## src/rtl/mips_multicycle_control_pkg.sv

```systemverilog
// Shared definitions for the multi-cycle MIPS control path: instruction
// field encodings, the ALU operation codes, FSM states and instruction classes.
package mips_multicycle_control_pkg;

  // Primary opcodes (IR[31:26])
  localparam logic [5:0] OP_RTYPE = 6'h00;
  localparam logic [5:0] OP_J     = 6'h02;
  localparam logic [5:0] OP_JAL   = 6'h03;
  localparam logic [5:0] OP_BEQ   = 6'h04;
  localparam logic [5:0] OP_BNE   = 6'h05;
  localparam logic [5:0] OP_ADDI  = 6'h08;
  localparam logic [5:0] OP_ANDI  = 6'h0C;
  localparam logic [5:0] OP_ORI   = 6'h0D;
  localparam logic [5:0] OP_LUI   = 6'h0F;
  localparam logic [5:0] OP_LW    = 6'h23;
  localparam logic [5:0] OP_SW    = 6'h2B;

  // R-type function codes (IR[5:0])
  localparam logic [5:0] FN_SLL = 6'h00;
  localparam logic [5:0] FN_SRL = 6'h02;
  localparam logic [5:0] FN_JR  = 6'h08;
  localparam logic [5:0] FN_ADD = 6'h20;
  localparam logic [5:0] FN_SUB = 6'h22;
  localparam logic [5:0] FN_AND = 6'h24;
  localparam logic [5:0] FN_OR  = 6'h25;
  localparam logic [5:0] FN_NOR = 6'h27;

  // Register-file destination select
  localparam logic [1:0] DST_RT = 2'd0;
  localparam logic [1:0] DST_RD = 2'd1;
  localparam logic [1:0] DST_RA = 2'd2;

  // ALU operation codes; must match the ALU's own encoding exactly
  typedef enum logic [4:0] {
    ALU_ADD  = 5'd0,
    ALU_SUB  = 5'd1,
    ALU_OR   = 5'd2,
    ALU_ORI  = 5'd3,
    ALU_SRL  = 5'd4,
    ALU_SLL  = 5'd5,
    ALU_LUI  = 5'd6,
    ALU_ANDI = 5'd7,
    ALU_BEQ  = 5'd10,
    ALU_BNE  = 5'd11,
    ALU_NOR  = 5'd12,
    ALU_AND  = 5'd13,
    ALU_JMP  = 5'd14,
    ALU_JAL  = 5'd15,
    ALU_JR   = 5'd16
  } alu_op_e;

  // Control FSM states
  typedef enum logic [2:0] {
    ST_RST    = 3'd0,
    ST_FETCH  = 3'd1,
    ST_DECODE = 3'd2,
    ST_EXEC   = 3'd3,
    ST_MEM    = 3'd4,
    ST_WB     = 3'd5
  } state_e;

  // Instruction classes steering the EXEC/MEM/WB sequence
  typedef enum logic [2:0] {
    CL_ALU_R  = 3'd0,
    CL_ALU_I  = 3'd1,
    CL_LOAD   = 3'd2,
    CL_STORE  = 3'd3,
    CL_BRANCH = 3'd4,
    CL_JUMP   = 3'd5,
    CL_JAL    = 3'd6,
    CL_JR     = 3'd7
  } instr_class_e;

  // Decoder result bundle
  typedef struct packed {
    alu_op_e      alu_op;
    instr_class_e iclass;
    logic         use_imm;
    logic         illegal;
  } decode_t;

endpackage

```

## src/rtl/mips_multicycle_control_instr_decoder.sv

```systemverilog
// Combinational instruction decoder: opcode/funct -> ALU op, class,
// immediate-operand select and an illegal-encoding flag.
module mips_multicycle_control_instr_decoder
  import mips_multicycle_control_pkg::*;
(
  input  logic [5:0] i_opcode,
  input  logic [5:0] i_funct,
  output decode_t    o_dec
);

  // Decode table; anything not listed is reported as illegal
  always_comb begin
    o_dec.alu_op  = ALU_ADD;
    o_dec.iclass  = CL_ALU_R;
    o_dec.use_imm = 1'b0;
    o_dec.illegal = 1'b0;
    case (i_opcode)
      OP_RTYPE: begin
        case (i_funct)
          FN_ADD:  o_dec.alu_op = ALU_ADD;
          FN_SUB:  o_dec.alu_op = ALU_SUB;
          FN_AND:  o_dec.alu_op = ALU_AND;
          FN_OR:   o_dec.alu_op = ALU_OR;
          FN_NOR:  o_dec.alu_op = ALU_NOR;
          FN_SLL:  o_dec.alu_op = ALU_SLL;
          FN_SRL:  o_dec.alu_op = ALU_SRL;
          FN_JR: begin
            o_dec.alu_op = ALU_JR;
            o_dec.iclass = CL_JR;
          end
          default: o_dec.illegal = 1'b1;
        endcase
      end
      OP_ADDI: begin
        o_dec.alu_op  = ALU_ADD;
        o_dec.iclass  = CL_ALU_I;
        o_dec.use_imm = 1'b1;
      end
      OP_ANDI: begin
        o_dec.alu_op  = ALU_ANDI;
        o_dec.iclass  = CL_ALU_I;
        o_dec.use_imm = 1'b1;
      end
      OP_ORI: begin
        o_dec.alu_op  = ALU_ORI;
        o_dec.iclass  = CL_ALU_I;
        o_dec.use_imm = 1'b1;
      end
      OP_LUI: begin
        o_dec.alu_op  = ALU_LUI;
        o_dec.iclass  = CL_ALU_I;
        o_dec.use_imm = 1'b1;
      end
      OP_LW: begin
        o_dec.alu_op  = ALU_ADD;
        o_dec.iclass  = CL_LOAD;
        o_dec.use_imm = 1'b1;
      end
      OP_SW: begin
        o_dec.alu_op  = ALU_ADD;
        o_dec.iclass  = CL_STORE;
        o_dec.use_imm = 1'b1;
      end
      OP_BEQ: begin
        o_dec.alu_op = ALU_BEQ;
        o_dec.iclass = CL_BRANCH;
      end
      OP_BNE: begin
        o_dec.alu_op = ALU_BNE;
        o_dec.iclass = CL_BRANCH;
      end
      OP_J: begin
        o_dec.alu_op = ALU_JMP;
        o_dec.iclass = CL_JUMP;
      end
      OP_JAL: begin
        o_dec.alu_op = ALU_JAL;
        o_dec.iclass = CL_JAL;
      end
      default: o_dec.illegal = 1'b1;
    endcase
  end

endmodule

```

## src/rtl/mips_multicycle_control.sv

```systemverilog
// Multi-cycle MIPS control FSM: sequences FETCH/DECODE/EXEC/MEM/WB, drives
// the datapath strobes and issues the ALU operation code.
//
// Memory handshake: mem_read_o/mem_write_o is a request that is raised in
// FETCH or MEM and held stable until the rising edge at which mem_ready_i is
// high (the access completes at that edge). If mem_ready_i stays low for
// MEM_WAIT_MAX cycles the request is withdrawn, bus_error_o pulses for one
// cycle and the FSM restarts at FETCH without writing PC or registers.
module mips_multicycle_control
  import mips_multicycle_control_pkg::*;
#(
  parameter int unsigned MEM_WAIT_MAX = 255
) (
  input  logic       clk,
  input  logic       reset,
  input  logic [5:0] opcode_i,
  input  logic [5:0] funct_i,
  input  logic       mem_ready_i,
  output logic [4:0] alu_operation_o,
  output logic       alu_src_o,
  output logic       pc_write_o,
  output logic       pc_src_o,
  output logic       ir_write_o,
  output logic       iord_o,
  output logic       mem_read_o,
  output logic       mem_write_o,
  output logic       reg_write_o,
  output logic       mem_to_reg_o,
  output logic [1:0] reg_dst_o,
  output logic       instr_done_o,
  output logic       illegal_o,
  output logic       bus_error_o,
  output logic [2:0] dbg_state_o
);

  // The wait counter saturates at 255, so larger limits clamp to 255
  localparam bit         TIMEOUT_EN = (MEM_WAIT_MAX != 0);
  localparam logic [7:0] WAIT_LIMIT = (MEM_WAIT_MAX > 255) ? 8'hFF : 8'(MEM_WAIT_MAX);

  state_e       r_state;
  state_e       w_next_state;
  alu_op_e      r_alu_op;
  instr_class_e r_class;
  logic         r_use_imm;
  logic [7:0]   r_wait_cnt;
  decode_t      w_dec;
  logic         w_mem_phase;
  logic         w_waiting;
  logic         w_timeout;

  mips_multicycle_control_instr_decoder u_decoder (
    .i_opcode (opcode_i),
    .i_funct  (funct_i),
    .o_dec    (w_dec)
  );

  assign w_mem_phase = (r_state == ST_FETCH) || (r_state == ST_MEM);
  assign w_waiting   = w_mem_phase && !mem_ready_i;
  // Abort depends only on the counter, so the abort cycle is a clean Moore state
  assign w_timeout   = TIMEOUT_EN && w_mem_phase && (r_wait_cnt == WAIT_LIMIT);
  assign dbg_state_o = r_state;

  // State register; reset aborts any instruction in flight
  always_ff @(posedge clk or negedge reset) begin
    if (!reset) r_state <= ST_RST;
    else        r_state <= w_next_state;
  end

  // Latch the decoded instruction for use from EXEC onward
  always_ff @(posedge clk or negedge reset) begin
    if (!reset) begin
      r_alu_op  <= ALU_ADD;
      r_class   <= CL_ALU_R;
      r_use_imm <= 1'b0;
    end else if (r_state == ST_DECODE) begin
      r_alu_op  <= w_dec.alu_op;
      r_class   <= w_dec.iclass;
      r_use_imm <= w_dec.use_imm;
    end
  end

  // Memory wait counter: counts not-ready cycles, clears on any state change or abort
  always_ff @(posedge clk or negedge reset) begin
    if (!reset) begin
      r_wait_cnt <= 8'd0;
    end else if ((w_next_state != r_state) || w_timeout) begin
      r_wait_cnt <= 8'd0;
    end else if (w_waiting && (r_wait_cnt != 8'hFF)) begin
      r_wait_cnt <= r_wait_cnt + 8'd1;
    end
  end

  // Next-state and strobe decode
  always_comb begin
    w_next_state    = r_state;
    alu_operation_o = ALU_ADD;
    alu_src_o       = 1'b0;
    pc_write_o      = 1'b0;
    pc_src_o        = 1'b0;
    ir_write_o      = 1'b0;
    iord_o          = 1'b0;
    mem_read_o      = 1'b0;
    mem_write_o     = 1'b0;
    reg_write_o     = 1'b0;
    mem_to_reg_o    = 1'b0;
    reg_dst_o       = DST_RT;
    instr_done_o    = 1'b0;
    illegal_o       = 1'b0;
    bus_error_o     = 1'b0;
    case (r_state)
      ST_RST: begin
        w_next_state = ST_FETCH;
      end
      ST_FETCH: begin
        if (w_timeout) begin
          bus_error_o = 1'b1;
        end else begin
          mem_read_o = 1'b1;
          if (mem_ready_i) begin
            ir_write_o   = 1'b1;
            pc_write_o   = 1'b1;
            w_next_state = ST_DECODE;
          end
        end
      end
      ST_DECODE: begin
        // PC already advanced in FETCH, so an illegal encoding just refetches
        if (w_dec.illegal) begin
          illegal_o    = 1'b1;
          w_next_state = ST_FETCH;
        end else begin
          w_next_state = ST_EXEC;
        end
      end
      ST_EXEC: begin
        alu_operation_o = r_alu_op;
        alu_src_o       = r_use_imm;
        case (r_class)
          CL_BRANCH, CL_JUMP, CL_JR: begin
            // Not-taken branches get PC+4 back through the ALU pass-through
            pc_write_o   = 1'b1;
            pc_src_o     = 1'b1;
            instr_done_o = 1'b1;
            w_next_state = ST_FETCH;
          end
          CL_JAL: begin
            pc_write_o   = 1'b1;
            pc_src_o     = 1'b1;
            reg_write_o  = 1'b1;
            reg_dst_o    = DST_RA;
            instr_done_o = 1'b1;
            w_next_state = ST_FETCH;
          end
          CL_LOAD, CL_STORE: w_next_state = ST_MEM;
          default:           w_next_state = ST_WB;
        endcase
      end
      ST_MEM: begin
        alu_operation_o = r_alu_op;
        alu_src_o       = r_use_imm;
        iord_o          = 1'b1;
        if (w_timeout) begin
          bus_error_o  = 1'b1;
          w_next_state = ST_FETCH;
        end else begin
          mem_read_o  = (r_class == CL_LOAD);
          mem_write_o = (r_class == CL_STORE);
          if (mem_ready_i) begin
            if (r_class == CL_LOAD) begin
              w_next_state = ST_WB;
            end else begin
              instr_done_o = 1'b1;
              w_next_state = ST_FETCH;
            end
          end
        end
      end
      ST_WB: begin
        alu_operation_o = r_alu_op;
        alu_src_o       = r_use_imm;
        reg_write_o     = 1'b1;
        reg_dst_o       = (r_class == CL_ALU_R) ? DST_RD : DST_RT;
        mem_to_reg_o    = (r_class == CL_LOAD);
        instr_done_o    = 1'b1;
        w_next_state    = ST_FETCH;
      end
      default: begin
        w_next_state = ST_RST;
      end
    endcase
  end

endmodule
```

## config.mk

```make
export PLATFORM = sky130hd
export DESIGN_NAME = mips_multicycle_control
export DESIGN_NICKNAME = d
export VERILOG_FILES = /design/src/rtl/mips_multicycle_control_pkg.sv /design/src/rtl/mips_multicycle_control_instr_decoder.sv /design/src/rtl/mips_multicycle_control.sv
export SDC_FILE = /design/constraint.sdc
export NUM_CORES = 1
export LEC_CHECK = 0
export BUFFER_PORTS_ARGS = -buffer_cell sky130_fd_sc_hd__clkbuf_2
export CAP_MARGIN = 5
export CORE_MARGIN = 2
export CORE_UTILIZATION = 48
export CTS_CLUSTER_SIZE = 24
export DETAILED_ROUTE_END_ITERATION = 16
export PLACE_DENSITY = 0.75
export SLEW_MARGIN = 20
export SYNTH_ARGS = -nofsm -noshare
export SYNTH_HDL_FRONTEND = slang
export SYNTH_SLANG_ARGS = --single-unit
```

## constraint.sdc

```tcl
create_clock -name clk -period 1.6 [get_ports clk]
set_input_delay 0.08 -clock clk [delete_from_list [all_inputs] [get_ports clk]]
set_output_delay 0.08 -clock clk [all_outputs]
set_load 0.02 [all_outputs]
```

==> metrics.yaml, run 1 <==
status:
  run_status: "complete, but fails checks"
  failed_checks: "negative setup slack"
power:
  power-per-cell-area_mw_per_mm2: 1527
  seq_power_share: 0.207
  power_frac_clock: 0.076
  leakagePower_nw: 1.187
  power.combinational.fraction: 0.716
  power.ir.vdd_worst_uv: 638.3
  power_switching_w: 0.002031
  p_sw_frac: 0.5030
  fin_total_pwr_w: 0.004039
  internal_dissipation_w: 0.002008
min_path:
  worstHoldEndpoint: "r_use_imm"
  depth_of_the_worst_hold_timing_path: 2
  hold_path.class: "input pin to register"
  hold_path_startpoint: "opcode_i[4]"
sta:
  clock_skew_ns: 0.01188
  timing.final.max_slew_violations: 0
  final-setup-viol-count: 27
  max_freq_mhz: 510.7
  final_count_of_hold_timing_violations: 0
  timing.final.crit_share: 1.224
  rsz0062_at_grt: "true"
  timing.slew.headroom: 0.6317
  tightest_slew_ns: 0.5508
  final.min_clock_period_ns: 1.958
  post-route-worst-setup-slack_ns: -0.3581
worst_setup_path:
  rr_startpoint: "r_class[0]"
  cp-end-kind: "primary output"
  worst-endpoint-required_ns: 1.52
  timing_worst_setup_path_type: "register to primary output"
  cp_max_fo: 4
  startpoint: "r_wait_cnt[0]"
  start_kind: "register"
  worst_r2r_endpoint: "r_wait_cnt[5]"
  timing.reg2reg.worst_path_depth: 5
  cp.arrival_ns: 1.88
  worst-r2r-setup-slack_ns: -0.29
die:
  area_of_the_core_mm2: 0.003103
  floorplan.initialDensity: 0.5149
  fp.dieW_um: 61.70
  floorplan.die_area_mm2: 0.003806
  chipHeight_um: 61.70
  io-pin-count: 37
  rows: 20
yosys:
  synth.yosys.warnings: 0
  synth_top_area_share: 0.3132
  synth.area.mux_share: 0.006265
  synth_fp_nets: 221
  yosysSeqAreaShare: 0.3132
  synth.top_cells.by_area: "sky130_fd_sc_hd__dfrtp_1 31%, sky130_fd_sc_hd__nand2_1 5.9%, sky130_fd_sc_hd__nor2_1 5.2%, sky130_fd_sc_hd__a21oi_1 3.8%, sky130_fd_sc_hd__a211oi_1 3.3%"
  dominant_combinational_cell_family_by_area_after_synthesis: "simple AND/OR/NAND/NOR gates"
  synth_cell_type_count: 53
  syn-mean-instance-area_um2: 7.794
  yosys.area_share.xor_xnor: 0.04933
  post_synth_edffs: 0
  synth_compound_gate_area_share: 0.2639
  mappedNetlistArea_mm2: 0.001598
  synth_seq_cells: 20
  synth_simple_gate_area_share: 0.3070
  synth_top_area_cell: "sky130_fd_sc_hd__dfrtp_1"
  ys_async_sr_fraction: 1.000
  postSynthCellCount: 205
  post_synth_fa_ha_maj_area_fraction: 0.007831
  yosys_most_used_dff: "sky130_fd_sc_hd__dfrtp_1"
global_routing:
  global_route_wire_length_before_repair_um: 8335
  globalRouteOverflowTotal: 0
  grt_antenna_before_repair: 0
  first_global_vias: 1802
  gr_util_all_layers: 0.2989
  grt_max_degree: 21
final_layout:
  post_route_cells_drive_above_1_share: 0.5174
  num_antenna_cells: 0
  number_of_fill_cells_in_the_layout: 154
  most_common_cell_after_layout_fill_and_taps_aside: "sky130_fd_sc_hd__buf_4"
  num-nets-final: 305
  area_growth_syn_to_layout_pct: 65.54
  final_cell_mix: "54 x sky130_fd_sc_hd__buf_4, 21 x sky130_fd_sc_hd__nand2_1, 19 x sky130_fd_sc_hd__clkbuf_2"
  stdcell_count: 332
route:
  antenna_left: 0
  drt_pre_antenna_iters: 8
  number_of_vias_in_the_routed_layout: 2231
  vias_per_cell: 6.720
  post-route-drc-count: 0
  detail_route.wl_per_cell_um: 23.08
  routed_wl_um: 7664
  dr.first_iter.drc_count: 362
clock_network:
  worst_setup_hold_path_clk_slew_ns: 0.13
  cts_root_buffer: "sky130_fd_sc_hd__clkbuf_4"
  htreeDepth: 1
  ctsLongestPathBuffers: 2
  clock_insertion_delay_worst_skew_ns: 0.31
  tritoncts: "built"
  clock_sink_count: 20
  numCtsBuffers: 3
place:
  place_congestion: 0.8445
  hpwlAfterDp_um: 3124
  place_inst: 301
  place_worst_setup_slack_ns: -0.1414
  placement.io_buffers: 36
run:
  cap_viol_max_count: 0
==> logic make-up after synthesis <==
logic type,count (synthesis)
mux,1
simple gates,95
xor+xnor,9
buf+inv,21
fa+ha+maj,1
flops,20
compound gates,58
==> critical path, cell delays in order (launching register included) <==
cell,delay (ns)
sky130_fd_sc_hd__dfrtp_1,0.46
sky130_fd_sc_hd__ha_4,0.19
sky130_fd_sc_hd__nand3_4,0.12
sky130_fd_sc_hd__o21ai_4,0.25
sky130_fd_sc_hd__nor2_1,0.08
sky130_fd_sc_hd__a21oi_1,0.21
sky130_fd_sc_hd__nor2_1,0.09
sky130_fd_sc_hd__clkbuf_2,0.17
==> cell usage after synthesis (2+ instances only) <==
cell,instances
sky130_fd_sc_hd__a22oi_1,2
sky130_fd_sc_hd__nor4_1,5
sky130_fd_sc_hd__nand2b_1,4
sky130_fd_sc_hd__inv_1,6
sky130_fd_sc_hd__xnor2_1,4
sky130_fd_sc_hd__or3_1,2
sky130_fd_sc_hd__dfrtp_1,20
sky130_fd_sc_hd__buf_2,4
sky130_fd_sc_hd__xor2_1,5
sky130_fd_sc_hd__a31oi_1,3
sky130_fd_sc_hd__clkbuf_1,9
sky130_fd_sc_hd__o22ai_1,2
sky130_fd_sc_hd__a21oi_1,12
sky130_fd_sc_hd__nor2_1,22
sky130_fd_sc_hd__nand2_1,25
sky130_fd_sc_hd__o31ai_1,2
sky130_fd_sc_hd__a211oi_1,7
sky130_fd_sc_hd__and3_1,5
sky130_fd_sc_hd__a21o_1,2
sky130_fd_sc_hd__and2_1,6
sky130_fd_sc_hd__nor3_1,3
sky130_fd_sc_hd__nand3_1,9
sky130_fd_sc_hd__o21ai_0,6
sky130_fd_sc_hd__nand4_1,3
sky130_fd_sc_hd__o21ai_1,8
sky130_fd_sc_hd__o21a_1,2
==> per-layer routing <==
layer / vias to the layer above / global-route usage / share of wire
met3: 62 / 0.03727 / 0.12
met1: 1026 / 0.3906 / 0.37
met2: 235 / 0.5128 / 0.45
li1: 908 / - / -
met4: 0 / 0.1003 / 0.057
met5: - / 0 / 0
==> power groups by stage <==
stage	combinational (W)	sequential [W]	clock, W
final	0.00289	0.000838	0.000308
after global routing	0.00297	0.000836	0.000322
after CTS	0.00201	0.000770	0.000300
after detailed placement	0.00160	0.000813	0
after global placement	0.00158	0.000808	0
after floorplan	0.00103	0.000809	0
==> sequential cells by signal (all words and copies together) (netlist names) <==
register     flops
r_alu_op         5
r_use_imm        1
r_class          3
dbg_state_o      3
r_wait_cnt       8
==> how the worst max path moves through the flow <==
stage / depth (start not counted) / endpoint / slack, ns
detailed placement: 5 / r_wait_cnt[3] / -0.14
floorplan: 5 / r_wait_cnt[0] / -0.11
global placement: 5 / r_wait_cnt[0] / -0.08
finish: 7 / pc_write_o / -0.36
CTS: 6 / mem_write_o / -0.17
global route: 7 / pc_write_o / -0.51
==> timing repair <==
item,in CTS,in global routing
resized for setup,35,75
hold buffers,1,0
endpoints found under the hold margin,20,0
setup buffers,15,11
endpoints found under the setup margin,26,27
pin swaps,12,18
==> metrics by stage <==
stage / cell area [um2] / utilization / TNS [ns] / hold slack, ns
5_1_grt: 2645 / 0.8524 / -6.684 / 0.05707
2_1_floorplan: 1635 / - / -0.9665 / -0.2156
3_5_place_dp: 2027 / 0.6532 / -0.9363 / 0.07371
6_report: 2645 / 0.8524 / -5.304 / 0.05852
3_3_place_gp: 2027 / 0.6532 / -0.5126 / 0.06956
4_1_cts: 2326 / 0.7496 / -1.983 / 0.04252
==> final cells by class <==
| class | count | area (um2) | area share |
|---|---|---|---|
| clock buffer | 4 | 36.28 | 0.01372 |
| inverter | 7 | 30.03 | 0.01135 |
| multi-input combinational | 164 | 1289 | 0.4872 |
| sequential | 20 | 504.2 | 0.1906 |
| tap | 44 | 55.05 | 0.02081 |
| timing repair buffer | 93 | 730.7 | 0.2763 |
Note: power is estimated with default switching activity, not from simulation.
==> inputs of run 2 (changes only) <==
--- a/config.mk
+++ b/config.mk
@@ -11,7 +11,9 @@
 export CORE_UTILIZATION = 48
 export CTS_CLUSTER_SIZE = 24
 export DETAILED_ROUTE_END_ITERATION = 16
+export MAX_ROUTING_LAYER = met4
 export PLACE_DENSITY = 0.75
+export RECOVER_POWER = 50
 export SLEW_MARGIN = 20
 export SYNTH_ARGS = -nofsm -noshare
 export SYNTH_HDL_FRONTEND = slang
==> metrics.yaml, run 2 (synthesis results as in run 1) <==
global_routing:
  global_route_wire_length_before_repair_um: 8328
  grt_antenna_before_repair: 0
  gr_util_all_layers: 0.3078
  first_global_vias: 1811
  grt_max_degree: 21
  globalRouteOverflowTotal: 0
die:
  rows: 20
  chipHeight_um: 61.70
  floorplan.die_area_mm2: 0.003806
  floorplan.initialDensity: 0.5149
  io-pin-count: 37
  area_of_the_core_mm2: 0.003103
  fp.dieW_um: 61.70
worst_setup_path:
  worst-r2r-setup-slack_ns: -0.30
  cp_top_family: "simple AND/OR/NAND/NOR gates"
  timing.reg2reg.worst_path_depth: 5
  start_kind: "register"
  crit_path_max_incr_delay_ns: 0.44
  timing_worst_setup_path_type: "register to register"
  cp.arrival_ns: 2.14
  worst_r2r_endpoint: "r_wait_cnt[5]"
  worst-endpoint-required_ns: 1.84
  cp-end-kind: "register"
  worstPathBufferInverterCount: 0
  rr_startpoint: "r_class[0]"
  crit_path_cell_trace: "or3b_4 > and2_4 > o41ai_4 > nand3_4 > a211oi_2"
  crit_cells: 5
  cp_max_fo: 7
  critPathSlowestCell: "sky130_fd_sc_hd__or3b_4"
final_layout:
  largestRegisters: "r_wait_cnt: 8 flops, r_alu_op: 5 flops"
  num_antenna_cells: 0
  stdcell_count: 333
  max_flop_register: "r_wait_cnt"
  num-nets-final: 306
  area_growth_syn_to_layout_pct: 67.11
  largest_register_ffs: 8
  post_route_cells_drive_above_1_share: 0.5156
  fin_area_mm2: 0.002670
  final_cell_mix: "52 x sky130_fd_sc_hd__buf_4, 21 x sky130_fd_sc_hd__nand2_1, 20 x sky130_fd_sc_hd__buf_6"
  most_common_cell_after_layout_fill_and_taps_aside: "sky130_fd_sc_hd__buf_4"
clock_network:
  clock_insertion_delay_worst_skew_ns: 0.32
  ctsLongestPathBuffers: 2
  numCtsBuffers: 3
  worst_setup_hold_path_clk_slew_ns: 0.13
  cts_root_buffer: "sky130_fd_sc_hd__clkbuf_4"
  htreeDepth: 1
  clock_sink_count: 20
  tritoncts: "built"
place:
  placement.io_buffers: 36
  cell_area_reported_after_detailed_placement_mm2: 0.002027
  place_inst: 301
  place_congestion: 0.8577
  hpwlAfterDp_um: 3124
route:
  number_of_vias_in_the_routed_layout: 2208
  vias_per_cell: 6.631
  routed_wl_um: 7485
  detail_route.wl_per_cell_um: 22.48
  drt_pre_antenna_iters: 7
  antenna_left: 0
  post-route-drc-count: 0
  dr.first_iter.drc_count: 333
status:
  run_status: "complete, but fails checks"
  failed_checks: "negative setup slack"
power:
  leakagePower_nw: 1.197
  power.ir.vdd_worst_uv: 780.5
  power-per-cell-area_mw_per_mm2: 1506
sta:
  final-setup-viol-count: 27
  tightest_slew_ns: 1.188
  timing.final.crit_share: 1.191
  final.min_clock_period_ns: 1.905
  final_count_of_hold_timing_violations: 0
  post-route-worst-setup-slack_ns: -0.3049
  rsz0062_at_grt: "true"
  max_freq_mhz: 525.0
  fin_tns_setup_ns: -5.280
  timing.final.max_slew_violations: 0
  timing.slew.headroom: 0.2081
  clock_skew_ns: 0.002324
min_path:
  hold_path_startpoint: "opcode_i[4]"
  worstHoldEndpoint: "r_use_imm"
  hold_path.class: "input pin to register"
  depth_of_the_worst_hold_timing_path: 2
run:
  cap_viol_max_count: 0
-- run 2: cell types whose count changed in the layout (fill, tap and decap cells not counted), sizes merged --
cell,previous run,this run
buf,72,73
-- run 2: worst max path at each step --
stage | start | end | slack (ns)
floorplan | r_class[0] | r_wait_cnt[0] | -0.11
global placement | r_class[0] | r_wait_cnt[0] | -0.08
detailed placement | r_class[0] | r_wait_cnt[3] | -0.14
CTS | r_wait_cnt[1] | mem_write_o | -0.17
global route | dbg_state_o[0] | mem_to_reg_o | -0.45
finish | r_class[0] | r_wait_cnt[5] | -0.30
-- run 2: layer usage --
metal | vias to the layer above | track usage | part of all wire
li1 | 906 | - | -
met1 | 1010 | 0.3867 | 0.37
met2 | 232 | 0.5113 | 0.46
met3 | 60 | 0.04141 | 0.12
met4 | 0 | 0.1033 | 0.056
met5 | - | - | 0
-- run 2: metrics by stage --
step,hold WS [ns],util,total power (W),setup WS (ns)
final,0.03282,0.8605,0.004021,-0.3049
after global routing,0.04560,0.8605,0.004170,-0.4471
after CTS,0.04252,0.7496,0.003081,-0.1668
after detailed placement,0.07371,0.6532,0.002417,-0.1414
after global placement,0.06956,0.6532,0.002385,-0.08156
after floorplan,-0.2156,-,0.001836,-0.1069
-- run 2: report_power, final --
part | switching [W] | internal, W | total, W
combinational | 0.00165 | 0.00122 | 0.00287
sequential | 0.000172 | 0.000661 | 0.000833
clock | 0.000179 | 0.000139 | 0.000318
-- run 2: layout make-up --
cell class / count / area, um2
clock buffer: 4 / 36.28
fill: 154 / 432.9
timing repair buffer: 94 / 748.2
multi-input combinational: 164 / 1294
inverter: 7 / 32.53
sequential: 20 / 504.2
tap: 44 / 55.05
-- run 2: worst register-to-register path, stage by stage (launching register included) --
cell and delay [ns]:
sky130_fd_sc_hd__dfrtp_1 0.43, sky130_fd_sc_hd__or3b_4 0.44, sky130_fd_sc_hd__and2_4 0.19, sky130_fd_sc_hd__o41ai_4 0.33, sky130_fd_sc_hd__nand3_4 0.19, sky130_fd_sc_hd__a211oi_2 0.25
-- run 2: what timing repair did --
action | 4_1_cts | 5_1_grt
endpoints found under the setup margin | 26 | 27
gates cloned | 0 | 0
hold buffers | 1 | 0
buffers inserted | 15 | 12
hold endpoints to repair | 20 | 0
pin swaps | 12 | 19
resized for setup | 35 | 80
